### src/rtl/alu_ctrl_fsm.sv
// Multi-cycle RV32I control sequencer: Moore FSM driving ALU select, operand muxes and strobes,
// with a mem_ready stall handshake, a bounded memory-wait check and a sticky illegal flag.
module alu_ctrl_fsm #(
    parameter logic [3:0]  RESET_STATE  = 4'd0,
    parameter int unsigned MEM_WAIT_MAX = 8
) (
    input  logic        clk,
    input  logic        reset,
    input  logic [31:0] instr,
    input  logic        mem_ready,
    input  logic        zero,
    input  logic        sign,
    input  logic        overflow,
    input  logic        cout,
    output logic [3:0]  aluc,
    output logic [1:0]  alu_src_a,
    output logic [1:0]  alu_src_b,
    output logic [2:0]  imm_src,
    output logic [1:0]  result_src,
    output logic        adr_src,
    output logic        ir_write,
    output logic        pc_write,
    output logic        reg_write,
    output logic        mem_write,
    output logic        illegal
);

    // State codes are offsets from RESET_STATE so any reset encoding stays collision-free.
    localparam logic [3:0] StFetch    = RESET_STATE;
    localparam logic [3:0] StDecode   = RESET_STATE + 4'd1;
    localparam logic [3:0] StMemAdr   = RESET_STATE + 4'd2;
    localparam logic [3:0] StMemRead  = RESET_STATE + 4'd3;
    localparam logic [3:0] StMemWb    = RESET_STATE + 4'd4;
    localparam logic [3:0] StMemWrite = RESET_STATE + 4'd5;
    localparam logic [3:0] StExecR    = RESET_STATE + 4'd6;
    localparam logic [3:0] StExecI    = RESET_STATE + 4'd7;
    localparam logic [3:0] StAluWb    = RESET_STATE + 4'd8;
    localparam logic [3:0] StBranch   = RESET_STATE + 4'd9;
    localparam logic [3:0] StJal      = RESET_STATE + 4'd10;
    localparam logic [3:0] StJalrAdr  = RESET_STATE + 4'd11;
    localparam logic [3:0] StJalrJmp  = RESET_STATE + 4'd12;
    localparam logic [3:0] StLui      = RESET_STATE + 4'd13;
    localparam logic [3:0] StAuipc    = RESET_STATE + 4'd14;

    localparam logic [6:0] OpLoad   = 7'b0000011;
    localparam logic [6:0] OpStore  = 7'b0100011;
    localparam logic [6:0] OpR      = 7'b0110011;
    localparam logic [6:0] OpI      = 7'b0010011;
    localparam logic [6:0] OpBranch = 7'b1100011;
    localparam logic [6:0] OpJal    = 7'b1101111;
    localparam logic [6:0] OpJalr   = 7'b1100111;
    localparam logic [6:0] OpLui    = 7'b0110111;
    localparam logic [6:0] OpAuipc  = 7'b0010111;

    localparam logic [3:0] AluAdd  = 4'b0000;
    localparam logic [3:0] AluSub  = 4'b0001;
    localparam logic [3:0] AluAnd  = 4'b0010;
    localparam logic [3:0] AluOr   = 4'b0011;
    localparam logic [3:0] AluSra  = 4'b0100;
    localparam logic [3:0] AluSlt  = 4'b0101;
    localparam logic [3:0] AluSrl  = 4'b0110;
    localparam logic [3:0] AluSll  = 4'b0111;
    localparam logic [3:0] AluSltu = 4'b1000;
    localparam logic [3:0] AluXor  = 4'b1001;

    localparam int unsigned    CntW    = (MEM_WAIT_MAX < 2) ? 1 : $clog2(MEM_WAIT_MAX + 1);
    localparam logic [CntW-1:0] WaitMax = CntW'(MEM_WAIT_MAX);

    logic [6:0]      opcode;
    logic [2:0]      funct3;
    logic            funct7b5;
    logic            unused_instr;
    logic [3:0]      state_q, state_d, out_state;
    logic            illegal_q, illegal_d;
    logic [CntW-1:0] wait_cnt_q, wait_cnt_d;
    logic            waiting;
    logic            taken, br_bad;
    logic [3:0]      funct_aluc;

    assign opcode       = instr[6:0];
    assign funct3       = instr[14:12];
    assign funct7b5     = instr[30];
    assign unused_instr = ^{instr[31], instr[29:15], instr[11:7]};
    assign illegal      = illegal_q;

    assign waiting = ((state_q == StFetch) || (state_q == StMemRead) || (state_q == StMemWrite))
                     && !mem_ready;

    // Branch condition from ALU flags of rs1 - rs2.
    always_comb begin
        taken  = 1'b0;
        br_bad = 1'b0;
        case (funct3)
            3'b000:  taken = zero;
            3'b001:  taken = !zero;
            3'b100:  taken = sign ^ overflow;
            3'b101:  taken = !(sign ^ overflow);
            3'b110:  taken = !cout;
            3'b111:  taken = cout;
            default: br_bad = 1'b1;
        endcase
    end

    // ALU op for R/I-type execute; SUB only exists in R-type.
    always_comb begin
        funct_aluc = AluAdd;
        case (funct3)
            3'b000:  funct_aluc = (opcode == OpR && funct7b5) ? AluSub : AluAdd;
            3'b001:  funct_aluc = AluSll;
            3'b010:  funct_aluc = AluSlt;
            3'b011:  funct_aluc = AluSltu;
            3'b100:  funct_aluc = AluXor;
            3'b101:  funct_aluc = funct7b5 ? AluSra : AluSrl;
            3'b110:  funct_aluc = AluOr;
            default: funct_aluc = AluAnd;
        endcase
    end

    // Immediate format straight from the opcode, independent of state.
    always_comb begin
        case (opcode)
            OpStore:         imm_src = 3'b001;
            OpBranch:        imm_src = 3'b010;
            OpJal:           imm_src = 3'b011;
            OpLui, OpAuipc:  imm_src = 3'b100;
            default:         imm_src = 3'b000;
        endcase
    end

    // Next state, sticky illegal and memory-wait counter.
    always_comb begin
        state_d   = state_q;
        illegal_d = illegal_q;
        if (waiting) begin
            wait_cnt_d = (wait_cnt_q == WaitMax) ? wait_cnt_q : wait_cnt_q + CntW'(1);
        end else begin
            wait_cnt_d = '0;
        end
        // Timeout only flags; the FSM keeps waiting for mem_ready.
        if (MEM_WAIT_MAX != 0 && waiting && wait_cnt_q == WaitMax) begin
            illegal_d = 1'b1;
        end
        case (state_q)
            StFetch:    if (mem_ready) state_d = StDecode;
            StDecode: begin
                case (opcode)
                    OpLoad, OpStore: state_d = StMemAdr;
                    OpR:             state_d = StExecR;
                    OpI:             state_d = StExecI;
                    OpBranch:        state_d = StBranch;
                    OpJal:           state_d = StJal;
                    OpJalr:          state_d = StJalrAdr;
                    OpLui:           state_d = StLui;
                    OpAuipc:         state_d = StAuipc;
                    default: begin
                        illegal_d = 1'b1;
                        state_d   = StFetch;
                    end
                endcase
            end
            StMemAdr:   state_d = (opcode == OpLoad) ? StMemRead : StMemWrite;
            StMemRead:  if (mem_ready) state_d = StMemWb;
            StMemWb:    state_d = StFetch;
            StMemWrite: if (mem_ready) state_d = StFetch;
            StExecR:    state_d = StAluWb;
            StExecI:    state_d = StAluWb;
            StAluWb:    state_d = StFetch;
            StBranch: begin
                if (br_bad) illegal_d = 1'b1;
                state_d = StFetch;
            end
            StJal:      state_d = StAluWb;
            StJalrAdr:  state_d = StJalrJmp;
            StJalrJmp:  state_d = StAluWb;
            StLui:      state_d = StAluWb;
            StAuipc:    state_d = StAluWb;
            default:    state_d = StFetch;
        endcase
    end

    // State registers with synchronous reset.
    always_ff @(posedge clk) begin
        if (reset) begin
            state_q    <= StFetch;
            illegal_q  <= 1'b0;
            wait_cnt_q <= '0;
        end else begin
            state_q    <= state_d;
            illegal_q  <= illegal_d;
            wait_cnt_q <= wait_cnt_d;
        end
    end

    // Moore outputs; reset presents FETCH values with every strobe held low.
    always_comb begin
        out_state  = reset ? StFetch : state_q;
        aluc       = AluAdd;
        alu_src_a  = 2'b00;
        alu_src_b  = 2'b00;
        result_src = 2'b00;
        adr_src    = 1'b0;
        ir_write   = 1'b0;
        pc_write   = 1'b0;
        reg_write  = 1'b0;
        mem_write  = 1'b0;
        case (out_state)
            StFetch: begin
                alu_src_b  = 2'b10;
                result_src = 2'b10;
                ir_write   = mem_ready;
                pc_write   = mem_ready;
            end
            StDecode: begin
                alu_src_a = 2'b01;
                alu_src_b = 2'b01;
            end
            StMemAdr, StJalrAdr: begin
                alu_src_a = 2'b10;
                alu_src_b = 2'b01;
            end
            StMemRead:  adr_src = 1'b1;
            StMemWb: begin
                result_src = 2'b01;
                reg_write  = 1'b1;
            end
            StMemWrite: begin
                adr_src   = 1'b1;
                mem_write = 1'b1;
            end
            StExecR: begin
                alu_src_a = 2'b10;
                aluc      = funct_aluc;
            end
            StExecI: begin
                alu_src_a = 2'b10;
                alu_src_b = 2'b01;
                aluc      = funct_aluc;
            end
            StAluWb:    reg_write = 1'b1;
            StBranch: begin
                alu_src_a = 2'b10;
                aluc      = AluSub;
                pc_write  = taken;
            end
            StJal, StJalrJmp: begin
                alu_src_a = 2'b01;
                alu_src_b = 2'b10;
                pc_write  = 1'b1;
            end
            StLui: begin
                alu_src_a = 2'b11;
                alu_src_b = 2'b01;
            end
            StAuipc: begin
                alu_src_a = 2'b01;
                alu_src_b = 2'b01;
            end
            default: ;
        endcase
        if (reset) begin
            ir_write  = 1'b0;
            pc_write  = 1'b0;
            reg_write = 1'b0;
            mem_write = 1'b0;
        end
    end

endmodule

### config.mk
export PLATFORM = sky130hd
export DESIGN_NAME = alu_ctrl_fsm
export DESIGN_NICKNAME = d
export VERILOG_FILES = /design/src/rtl/alu_ctrl_fsm.sv
export SDC_FILE = /design/constraint.sdc
export NUM_CORES = 1
export LEC_CHECK = 0
export ABC_AREA = 0
export CORE_ASPECT_RATIO = 1.1
export CORE_MARGIN = 8
export CORE_UTILIZATION = 40
export DETAILED_ROUTE_END_ITERATION = 7
export PLACE_DENSITY = 0.81
export SETUP_SLACK_MARGIN = 0.15
export SYNTH_ARGS = -nofsm -noshare
export SYNTH_HDL_FRONTEND = slang
export SYNTH_SLANG_ARGS = --single-unit
### constraint.sdc
create_clock -name clk -period 2 [get_ports clk]
set_input_delay 0.2 -clock clk [delete_from_list [all_inputs] [get_ports clk]]
set_output_delay 0.2 -clock clk [all_outputs]
set_load 0.01 [all_outputs]
==> summary.txt, run 1 <==
Worst setup path
  • RR Startpoint: state_q[2]
  • Worst EP required: 1.80 ns
  • Kind of critical path: primary input to output port
  • CP max FO: 12
  • R2R cell count: 5
  • R2r setup slk: 0.30 ns
  • Setup crit start kind: primary input
  • Capturing point of the worst reg2reg path: illegal
  • Worst Path Arrival: 1.64 ns
  • Critical Path Sink Type: output port

Timing
  • RSZ-0062 raised after global routing: true
  • Hold Slack: 0.3566 ns
  • Worst-Margin Slew: 0.2650 ns
  • Final Hold Vio Count: 0
  • Clock skew: 0.008018 ns
  • Worst slew margin: 82.17%
  • Final period utilization: 92.17%
  • Fmax: 542.5 MHz
  • Final slew viol count: 0
  • Setup TNS: 0 ns
  • # setup viols final: 0
  • Tmin final: 1.843 ns

Route
  • Final ANT Viol Nets: 0
  • Routed vias: 1359
  • Vias per Instance: 5.570
  • Initial DRC count: 57
  • Drt wl/cell: 14.19 µm
  • DRT Wirelength: 3462 µm
  • First drt pass iteration count: 4
  • # DRC: 0

Yosys
  • Main combinational cell family by area after synthesis: simple AND/OR/NAND/NOR gates
  • Mapped cell area: 1142 µm²
  • Top-area cell type share of the netlist area: 15.77%
  • Net Count, Synth: 202
  • Synth top cells by count: nor2_1, clkbuf_1, nand2_1
  • Yosys cell types: 54
  • Sequential share of the synthesized area: 15.77%
  • Asr flop ratio synth: 0%
  • Adder-cell share of the synthesized area: 2.191%
  • Area contributors post-synth: dfxtp_1, nor2_1, xnor2_1
  • Mux cell area share after synthesis: 3.176%
  • Synth Warn #: 0
  • Synth Instances: 161
  • Mean Syn Cell Area: 7.095 µm²
  • XOR/XNOR Fraction of Synth Area: 7.667%
  • Cell accounting for the most synthesized area: dfxtp_1
  • Count leader, synth: nor2_1
  • Main flop type after synthesis: dfxtp_1
  • Yosys reg bits: 9
  • Post-synth EDFFs: 0
  • Fraction of the mapped netlist area in simple logic gates: 33.73%
  • Compound-Gate Fraction of Synth Area: 27.16%

Place
  • Port bufs: 36
  • Placed wire-length estimate: 2745 µm
  • Placer Congestion: 0.9397

Power and ir drop
  • VDD IR max: 0.0002451 V
  • Cell leakage power: 0.7384 nW
  • Pwr dens: 310.4 nW/µm²

CTS
  • CTS buffer count: 3
  • Clock Tree Buf Depth: 2
  • Clock-pin slew on the worst setup and hold paths: 0.06 ns
  • Clock Tree Root: clkbuf_4
  • CTS Sinks: 9
  • Postcts setup bufs: 0
  • Skew-Pair Late Insertion Delay: 0.26 ns
  • CTS tree: done
  • H-Tree Depth: 1

Cells and area
  • FF+latch area: 187.7 µm²
  • Fill count: 263
  • Share of cells above drive strength 1: 26.07%
  • Antenna Cells: 0
  • Synth-to-layout area growth: 49.84%
  • Area of the multi-input gates: 882.1 µm²
  • Net count, final: 253

Die
  • Die H: 72.05 µm
  • Ports: 58
  • Core Rows: 20
  • Die Width: 66.96 µm
  • Initial core utilization: 41.50%
  • Placeable Area: 2753 µm²
  • Die area: 4824 µm²

Hold path
  • Min-delay worst type: primary input to flop
  • Hold depth: 3
  • Min-Delay Endpoint: state_q[0]
  • Hold path start: instr[3]

Global route
  • Initial antenna violation count: 0
  • First-pass GRT wire length: 5740 µm
  • GRT Total Usage: 14.35%
  • GR Overflow Total: 0
  • Largest net degree at the start of global routing: 13
  • Vias in the first global route: 1343

Job
  • Max-cap violations: 0

Run status
  • Status: completed
[per-layer routing]
metal  vias up  part of all wire, %  global-route usage [%]
met1       640                   41                   15.63
met2        36                   52                   25.53
li1        679                    -                       -
met5         -                    0                       0
met3         4                  6.6                   4.160
met4         0                 0.78                   4.651
[through the flow]
stage	utilization, %	std cells	area, µm²	total power, mW	setup slack (ns)
CTS	61.50	244	1693	0.5328	0.08787
floorplan	-	161	1142	0.3018	0.4231
global placement	60.27	240	1659	0.3888	-0.1221
detailed placement	60.27	240	1659	0.3949	-0.1279
global route	62.18	244	1712	0.5680	0.09603
finish	62.18	244	1712	0.5313	0.1565
[cells in the final DEF, fill, tap and decap left out, types with 2 or more instances in the layout]
cell / synthesis / final
buf_4: 1 / 27
clkdlybuf4s50_1: 0 / 16
nor2_1: 16 / 15
dlygate4sd2_1: 0 / 12
nand2_1: 10 / 10
a21oi_1: 9 / 9
inv_1: 7 / 7
nor3_1: 8 / 7
nand3_1: 6 / 6
o21ai_0: 7 / 6
xnor2_1: 6 / 6
nor2b_1: 6 / 5
dfxtp_1: 9 / 5
nand2b_1: 4 / 4
dlymetal6s2s_1: 0 / 4
a211oi_1: 3 / 3
nand3b_1: 3 / 3
xor2_1: 4 / 3
and3_1: 3 / 3
and3b_1: 3 / 3
clkbuf_4: 0 / 3
dfxtp_2: 0 / 3
o21ai_1: 1 / 2
a2111o_1: 2 / 2
a31oi_1: 2 / 2
o211ai_1: 2 / 2
o221ai_2: 2 / 2
ha_1: 2 / 2
clkbuf_2: 1 / 2
[flip-flops by register name, summed over array words and instances, names as in the netlist]
name / count
state_q: 4
wait_cnt_q: 4
illegal: 1
[timing repair]
| item | CTS | global route |
|---|---|---|
| endpoints found under the setup margin | 18 | 10 |
| gates resized for setup | 29 | 16 |
| hold buffers | 0 | 0 |
| cloned | 0 | 0 |
[worst max-delay path, stage by stage]
cell and delay (ns):
clkdlybuf4s50_1 0.45, buf_4 0.20, nor2_2 0.10, and3_1 0.17, clkdlybuf4s50_1 0.53
[cell families (layout without fill, tap and decap cells)]
kind of cell               Yosys count  after routing
DFF                                  9              9
buffers and inverters               25             75
xor gates and xnor gates            10             10
and+or+nand+nor                     70             70
AOI/OAI and AO/OA                   42             42
muxes                                3              3
adders and majority gates            2              2
[how the worst max path moves through the flow]
stage,end,cells past startpoint,startpoint
6_report,adr_src,5,reset
5_1_grt,pc_write,5,state_q[1]
4_1_cts,pc_write,6,instr[12]
3_5_place_dp,aluc[0],6,instr[6]
3_3_place_gp,aluc[0],6,instr[3]
2_1_floorplan,illegal,6,state_q[1]
[power breakdown]
group / internal (mW) / switching, mW
combinational: 0.109 / 0.0914
sequential: 0.184 / 0.00683
clock: 0.0768 / 0.0626
[layout make-up]
class                      count  area share, %
clock buffer                   4          1.535
inverter                       8          1.754
multi-input combinational    127          51.54
sequential                     9          10.96
tap                           33          2.412
timing repair buffer          63          31.80
No activity file was read; power rests on OpenSTA's default activity.
==> run 2: changes to the inputs <==
--- a/config.mk
+++ b/config.mk
@@ -6,11 +6,14 @@
 export NUM_CORES = 1
 export LEC_CHECK = 0
 export ABC_AREA = 0
+export ABC_CLOCK_PERIOD_IN_PS = 2000
 export CORE_ASPECT_RATIO = 1.1
 export CORE_MARGIN = 8
-export CORE_UTILIZATION = 40
+export CORE_UTILIZATION = 41
+export CTS_BUF_LIST = sky130_fd_sc_hd__clkbuf_4
 export DETAILED_ROUTE_END_ITERATION = 7
-export PLACE_DENSITY = 0.81
+export GPL_TIMING_DRIVEN = 0
+export PLACE_DENSITY = 0.83
 export SETUP_SLACK_MARGIN = 0.15
 export SYNTH_ARGS = -nofsm -noshare
 export SYNTH_HDL_FRONTEND = slang
==> summary.txt, run 2 (synthesized netlist as in run 1, its figures left out) <==
Timing
  • Final setup margin: 0.1964 ns (+0.03986 ns)
  • Worst slew margin: 72.86% (-9.3 points)
  • Clock skew: 0.009173 ns (+0.001156 ns)
  • Final slew viol count: 0 (unchanged)
  • Worst-Margin Slew: 0.4070 ns (+0.1421 ns)
  • Final period utilization: 90.18% (-2.0 points)
  • RSZ-0062 raised after global routing: true
  • Fmax: 554.4 MHz (+2.2%)
  • Final Hold Vio Count: 0 (unchanged)
  • # setup viols final: 0 (unchanged)
  • Tmin final: 1.804 ns (-0.03986 ns)

Place
  • Port bufs: 29 (-19%)
  • Placed cells: 223 (-7.1%)
  • Placed wire-length estimate: 2409 µm (-12%)
  • Post-place setup slack: -0.2855 ns (-0.1576 ns)
  • Placed Area: 1474 µm² (-11%)
  • Placer Congestion: 0.8780 (-6.6%)

Hold path
  • Min-Delay Endpoint: state_q[0]
  • Hold path start: instr[3]
  • Min-delay worst type: primary input to flop
  • Hold depth: 2 (-1)

Global route
  • Initial antenna violation count: 0 (unchanged)
  • Vias in the first global route: 1349 (+0.45%)
  • First-pass GRT wire length: 5733 µm (-0.12%)
  • Largest net degree at the start of global routing: 11 (-2)
  • GR Overflow Total: 0 (unchanged)
  • GRT Total Usage: 14.32% (-0.031 points)

Worst setup path
  • RR Startpoint: state_q[2]
  • R2R cell count: 6 (+1)
  • Setup crit start kind: flop
  • CP max FO: 5 (-7)
  • Capturing point of the worst reg2reg path: state_q[2]
  • R2r setup slk: 0.22 ns (-0.08 ns)
  • Worst Path Arrival: 1.60 ns (-0.04 ns)
  • Worst EP required: 1.80 ns (about the same)
  • Critical Path Sink Type: output port
  • Kind of critical path: flop to output port

Route
  • Initial DRC count: 51 (-11%)
  • Vias per Instance: 5.672 (+1.8%)
  • Routed vias: 1299 (-4.4%)
  • First drt pass iteration count: 4 (unchanged)
  • Final ANT Viol Nets: 0 (unchanged)
  • # DRC: 0 (unchanged)
  • DRT Wirelength: 3188 µm (-7.9%)
  • Drt wl/cell: 13.92 µm (-1.9%)

Cells and area
  • Antenna Cells: 0 (unchanged)
  • Post-layout instance area: 1572 µm² (-8.2%)
  • Finished Layout Cells: 229 (-6.1%)
  • Fill count: 261 (-0.76%)
  • Share of cells above drive strength 1: 21.94% (-4.1 points)
  • Net count, final: 238 (-5.9%)
  • Most frequent cells in the layout: nor2_1, clkdlybuf4s50_1, nand2_1, dlygate4sd2_1, a21oi_1
  • FF+latch area: 183.9 µm² (-2.0%)
  • Area of the multi-input gates: 904.6 µm² (+2.6%)
  • Most common cell after layout, fill and taps aside: nor2_1
  • Synth-to-layout area growth: 37.57%

Die
  • Die H: 71.36 µm (-0.96%)
  • Die Width: 66.33 µm (-0.93%)
  • Ports: 58 (unchanged)
  • Initial core utilization: 42.27% (+0.77 points)
  • Placeable Area: 2703 µm² (-1.8%)
  • Die area: 4733 µm² (-1.9%)
  • Core Rows: 20 (unchanged)

Power and ir drop
  • Pwr Total: 501.0 µW (-5.7%)
  • VDD IR max: 0.0002426 V (-1.0%)
  • Pwr dens: 318.8 nW/µm² (+2.7%)
  • Cell leakage power: 0.6426 nW (-13%)

CTS
  • CTS tree: done
  • H-Tree Depth: 1 (unchanged)
  • CTS Sinks: 9 (unchanged)
  • Hold Buf Count CTS: 0 (unchanged)
  • Clock Tree Root: clkbuf_4
  • Clock Tree Buf Depth: 2 (unchanged)
  • CTS buffer count: 3 (unchanged)
  • Skew-Pair Late Insertion Delay: 0.27 ns (about the same)
  • Clock-pin slew on the worst setup and hold paths: 0.07 ns (about the same)

Run status
  • Status: completed

Job
  • Max-cap violations: 0 (unchanged)
## run 2: cell count changes in the layout (fill, tap and decap cells not counted), moves of 3 or more
cell | before | now
buf_4 | 27 | 2
dfxtp_2 | 3 | 0
buf_6 | 0 | 4
dlymetal6s2s_1 | 4 | 1
clkdlybuf4s50_1 | 16 | 11
dfxtp_1 | 5 | 8
buf_2 | 1 | 7
clkbuf_1 | 1 | 5
## run 2: cell type report
| class | count | share of cell area, % |
|---|---|---|
| plain buffers | 17 | 7.325 |
| clock buffers | 3 | 1.433 |
| clock inverters | 1 | 0.3185 |
| inverters | 8 | 1.911 |
| multi-input cells | 127 | 57.56 |
| flip-flops and latches | 9 | 11.70 |
| well taps | 33 | 2.627 |
| repair buffers | 31 | 17.12 |
## run 2: worst max-delay path, stage by stage (launching register included)
cell,delay (ns)
dfxtp_4,0.35
buf_4,0.16
nor2_4,0.13
buf_4,0.15
a32oi_1,0.10
o32ai_1,0.26
clkbuf_2,0.19
## run 2: repair_timing
item | CTS | global route
pin swaps | 3 | 1
setup buffers | 2 | 0
setup endpoints to repair | 18 | 12
gates resized for setup | 46 | 16
## run 2: worst max path at each step
| stage | from | end | slack, ns |
|---|---|---|---|
| 6_report | state_q[2] | pc_write | 0.20 |
| 4_1_cts | state_q[2] | pc_write | 0.13 |
| 3_5_place_dp | instr[4] | imm_src[1] | -0.29 |
| 2_1_floorplan | state_q[1] | illegal | 0.42 |
| 3_3_place_gp | instr[4] | imm_src[1] | -0.29 |
| 5_1_grt | state_q[2] | pc_write | 0.1 |
## run 2: per-stage QoR
step                util [%]  hold WS (ns)  TNS (ns)
detailed placement     54.54        0.4389   -0.7762
global placement       54.54        0.4382   -0.8277
finish                 58.15        0.1633         0
floorplan                  -        0.3629         0
CTS                    57.73        0.1492         0
global route           58.15        0.1665         0
## run 2: metal layers
layer	up-vias	track usage, %	routed length, µm
li1	649	-	-
met1	597	16.56	1378
met2	42	24.49	1580
met3	11	2.652	156
met4	0	6.413	72
met5	-	0	0
## run 2: report_power, final
part | leakage [nW] | switching, mW | internal (mW) | total, mW
registers | 0.0740 | 0.00387 | 0.183 | 0.187
logic | 0.551 | 0.0890 | 0.0854 | 0.174
clock network | 0.0177 | 0.0656 | 0.0737 | 0.139
total | 0.643 | 0.159 | 0.342 | 0.501
==> run 3: changes to the inputs <==
--- a/config.mk
+++ b/config.mk
@@ -9,11 +9,12 @@
 export ABC_CLOCK_PERIOD_IN_PS = 2000
 export CORE_ASPECT_RATIO = 1.1
 export CORE_MARGIN = 8
-export CORE_UTILIZATION = 41
+export CORE_UTILIZATION = 43
 export CTS_BUF_LIST = sky130_fd_sc_hd__clkbuf_4
 export DETAILED_ROUTE_END_ITERATION = 7
+export DONT_BUFFER_PORTS = 1
 export GPL_TIMING_DRIVEN = 0
-export PLACE_DENSITY = 0.83
+export PLACE_DENSITY = 0.59
 export SETUP_SLACK_MARGIN = 0.15
 export SYNTH_ARGS = -nofsm -noshare
 export SYNTH_HDL_FRONTEND = slang
==> summary.txt, run 3 (synthesized netlist as in run 1, its figures left out) <==
Timing
  • Tmin final: 1.796 ns (-0.007114 ns)
  • Final Hold Vio Count: 0 (unchanged)
  • Final slew viol count: 0 (unchanged)
  • Final period utilization: 89.82% (-0.36 points)
  • Worst slew margin: 54.57% (-18 points)
  • Fmax: 556.6 MHz (+0.40%)
  • RSZ-0062 raised after global routing: true
  • Setup TNS: 0 ns (unchanged)
  • Worst-Margin Slew: 0.6753 ns (+0.2683 ns)
  • # setup viols final: 0 (unchanged)
  • Hold Slack: 0.1373 ns (-0.02598 ns)
  • Clock skew: 0.004389 ns (-0.004784 ns)

Hold path
  • Hold path start: instr[4]
  • Min-Delay Endpoint: state_q[2]
  • Hold depth: 2 (unchanged)
  • Min-delay worst type: primary input to flop

Worst setup path
  • Capturing point of the worst reg2reg path: illegal
  • Slowest stage delay, CP: 0.39 ns (+0.04 ns)
  • Critical Path Sink Type: output port
  • R2R cell count: 6 (unchanged)
  • R2r setup slk: 0.30 ns (+0.08 ns)
  • Kind of critical path: flop to output port
  • Worst Path Arrival: 1.60 ns (about the same)
  • Critical path's slowest cell: or3_4
  • Worst EP required: 1.80 ns (about the same)
  • RR Startpoint: state_q[1]
  • Crit path cell chain: clkbuf_2, nand2b_1, or3_4, nor3_4
  • Setup crit start kind: flop
  • CP max FO: 9 (+4)

Job
  • Max-cap violations: 0 (unchanged)

Die
  • Core Rows: 19 (-5.0%)
  • Die Width: 65.15 µm (-1.8%)
  • Die area: 4564 µm² (-3.6%)
  • Die H: 70.06 µm (-1.8%)
  • Placeable Area: 2520 µm² (-6.8%)
  • Ports: 58 (unchanged)
  • Initial core utilization: 45.33% (+3.1 points)

CTS
  • CTS buffer count: 3 (unchanged)
  • Clock-pin slew on the worst setup and hold paths: 0.07 ns (about the same)
  • CTS Sinks: 9 (unchanged)
  • Hold Buf Count CTS: 0 (unchanged)
  • CTS tree: done
  • Clock Tree Buf Depth: 2 (unchanged)
  • H-Tree Depth: 1 (unchanged)
  • Skew-Pair Late Insertion Delay: 0.26 ns (about the same)
  • Clock Tree Root: clkbuf_4
  • Postcts setup bufs: 0 (-2)

Cells and area
  • Area of the multi-input gates: 898.4 µm² (-0.69%)
  • Net count, final: 207 (-13%)
  • FF+latch area: 180.2 µm² (-2.0%)
  • Most frequent cells in the layout: nor2_1, nand2_1, dfxtp_1, clkbuf_1, a21oi_1
  • Antenna Cells: 0 (unchanged)
  • Fill count: 283 (+8.4%)
  • Synth-to-layout area growth: 11.17%
  • Most common cell after layout, fill and taps aside: nor2_1
  • Share of cells above drive strength 1: 18.79% (-3.2 points)

Global route
  • First-pass GRT wire length: 5306 µm (-7.4%)
  • Vias in the first global route: 1139 (-16%)
  • GR Overflow Total: 0 (unchanged)
  • GRT Total Usage: 13.79% (-0.53 points)
  • Initial antenna violation count: 0 (unchanged)
  • Largest net degree at the start of global routing: 11 (unchanged)

Run status
  • Status: completed

Route
  • Vias per Instance: 6.112 (+7.8%)
  • Drt wl/cell: 15.91 µm (+14%)
  • DRT Wirelength: 3119 µm (-2.2%)
  • Routed vias: 1198 (-7.8%)
  • Initial DRC count: 60 (+18%)
  • First drt pass iteration count: 4 (unchanged)
  • # DRC: 0 (unchanged)
  • Final ANT Viol Nets: 0 (unchanged)

Place
  • Port bufs: 0 (-100%)
  • Placer Congestion: 0.8754 (-0.30%)
  • Placed wire-length estimate: 2451 µm (+1.7%)

Power and ir drop
  • Pwr dens: 380.2 nW/µm² (+19%)
  • Cell leakage power: 0.4377 nW (-32%)
  • VDD IR max: 0.0001879 V (-23%)
run 3: cell types whose count changed in the layout (fill, tap and decap cells not counted), sizes merged:
cell,before,now
clkdlybuf4s50,11,0
dlygate4sd2,10,0
buf,13,6
clkbuf,14,15
clkdlybuf4s15,1,0
clkinv,1,0
dlygate4sd1,1,0
dlymetal6s2s,1,0
run 3: metrics by stage:
stage / instances / instance area, µm² / setup WS (ns) / power, mW / utilization (%)
after floorplan: 161 / 1142 / 0.4231 / 0.3018 / -
final: 196 / 1270 / 0.2035 / 0.4829 / 50.40
after detailed placement: 192 / 1181 / 0.2568 / 0.3242 / 46.87
after CTS: 196 / 1230 / 0.1268 / 0.4822 / 48.81
after global routing: 196 / 1270 / 0.1270 / 0.5128 / 50.40
after global placement: 192 / 1181 / 0.2903 / 0.3205 / 46.87
run 3: cell type report:
| class | count | area share, % |
|---|---|---|
| multi-input combinational | 127 | 70.74 |
| sequential | 9 | 14.19 |
| buffer | 17 | 7.291 |
| tap | 31 | 3.054 |
| clock buffer | 4 | 2.365 |
| inverter | 8 | 2.365 |
run 3: what timing repair did:
action | CTS | global route
resized for setup | 5 | 11
pin swaps | 1 | 2
gates cloned | 0 | 0
endpoints found under the setup margin | 7 | 11
run 3: report_power, final:
| part | leakage [nW] | switching (mW) | internal, mW |
|---|---|---|---|
| combinational | 0.346 | 0.0789 | 0.0569 |
| sequential | 0.0732 | 0.00488 | 0.185 |
| clock | 0.0184 | 0.0670 | 0.0906 |
| total | 0.438 | 0.151 | 0.332 |
run 3: per-layer routing:
| layer | wire, µm | vias to the layer above | global-route usage [%] | part of all wire, % |
|---|---|---|---|---|
| met5 | 0 | - | 0 | 0 |
| met3 | 290 | 8 | 4.466 | 9.3 |
| met2 | 1447 | 49 | 21.57 | 46 |
| met1 | 1304 | 553 | 16.51 | 42 |
| li1 | - | 588 | - | - |
| met4 | 78 | 0 | 6.311 | 2.5 |
run 3: worst max path at each step:
| stage | startpoint | end | slack (ns) | depth (start not counted) |
|---|---|---|---|---|
| after floorplan | state_q[1] | illegal | 0.42 | 6 |
| after global routing | state_q[0] | alu_src_b[0] | 0.13 | 4 |
| after global placement | state_q[3] | pc_write | 0.29 | 4 |
| after CTS | state_q[3] | aluc[3] | 0.13 | 4 |
| final | state_q[3] | aluc[1] | 0.20 | 4 |
| after detailed placement | state_q[3] | state_q[0] | 0.26 | 5 |
run 3: worst max-delay path, delay by kind of cell, from the launching register on:
kind,cells,cell delay (ns)
buf+inv,1,0.19
simple gates,3,0.84
flops,1,0.30
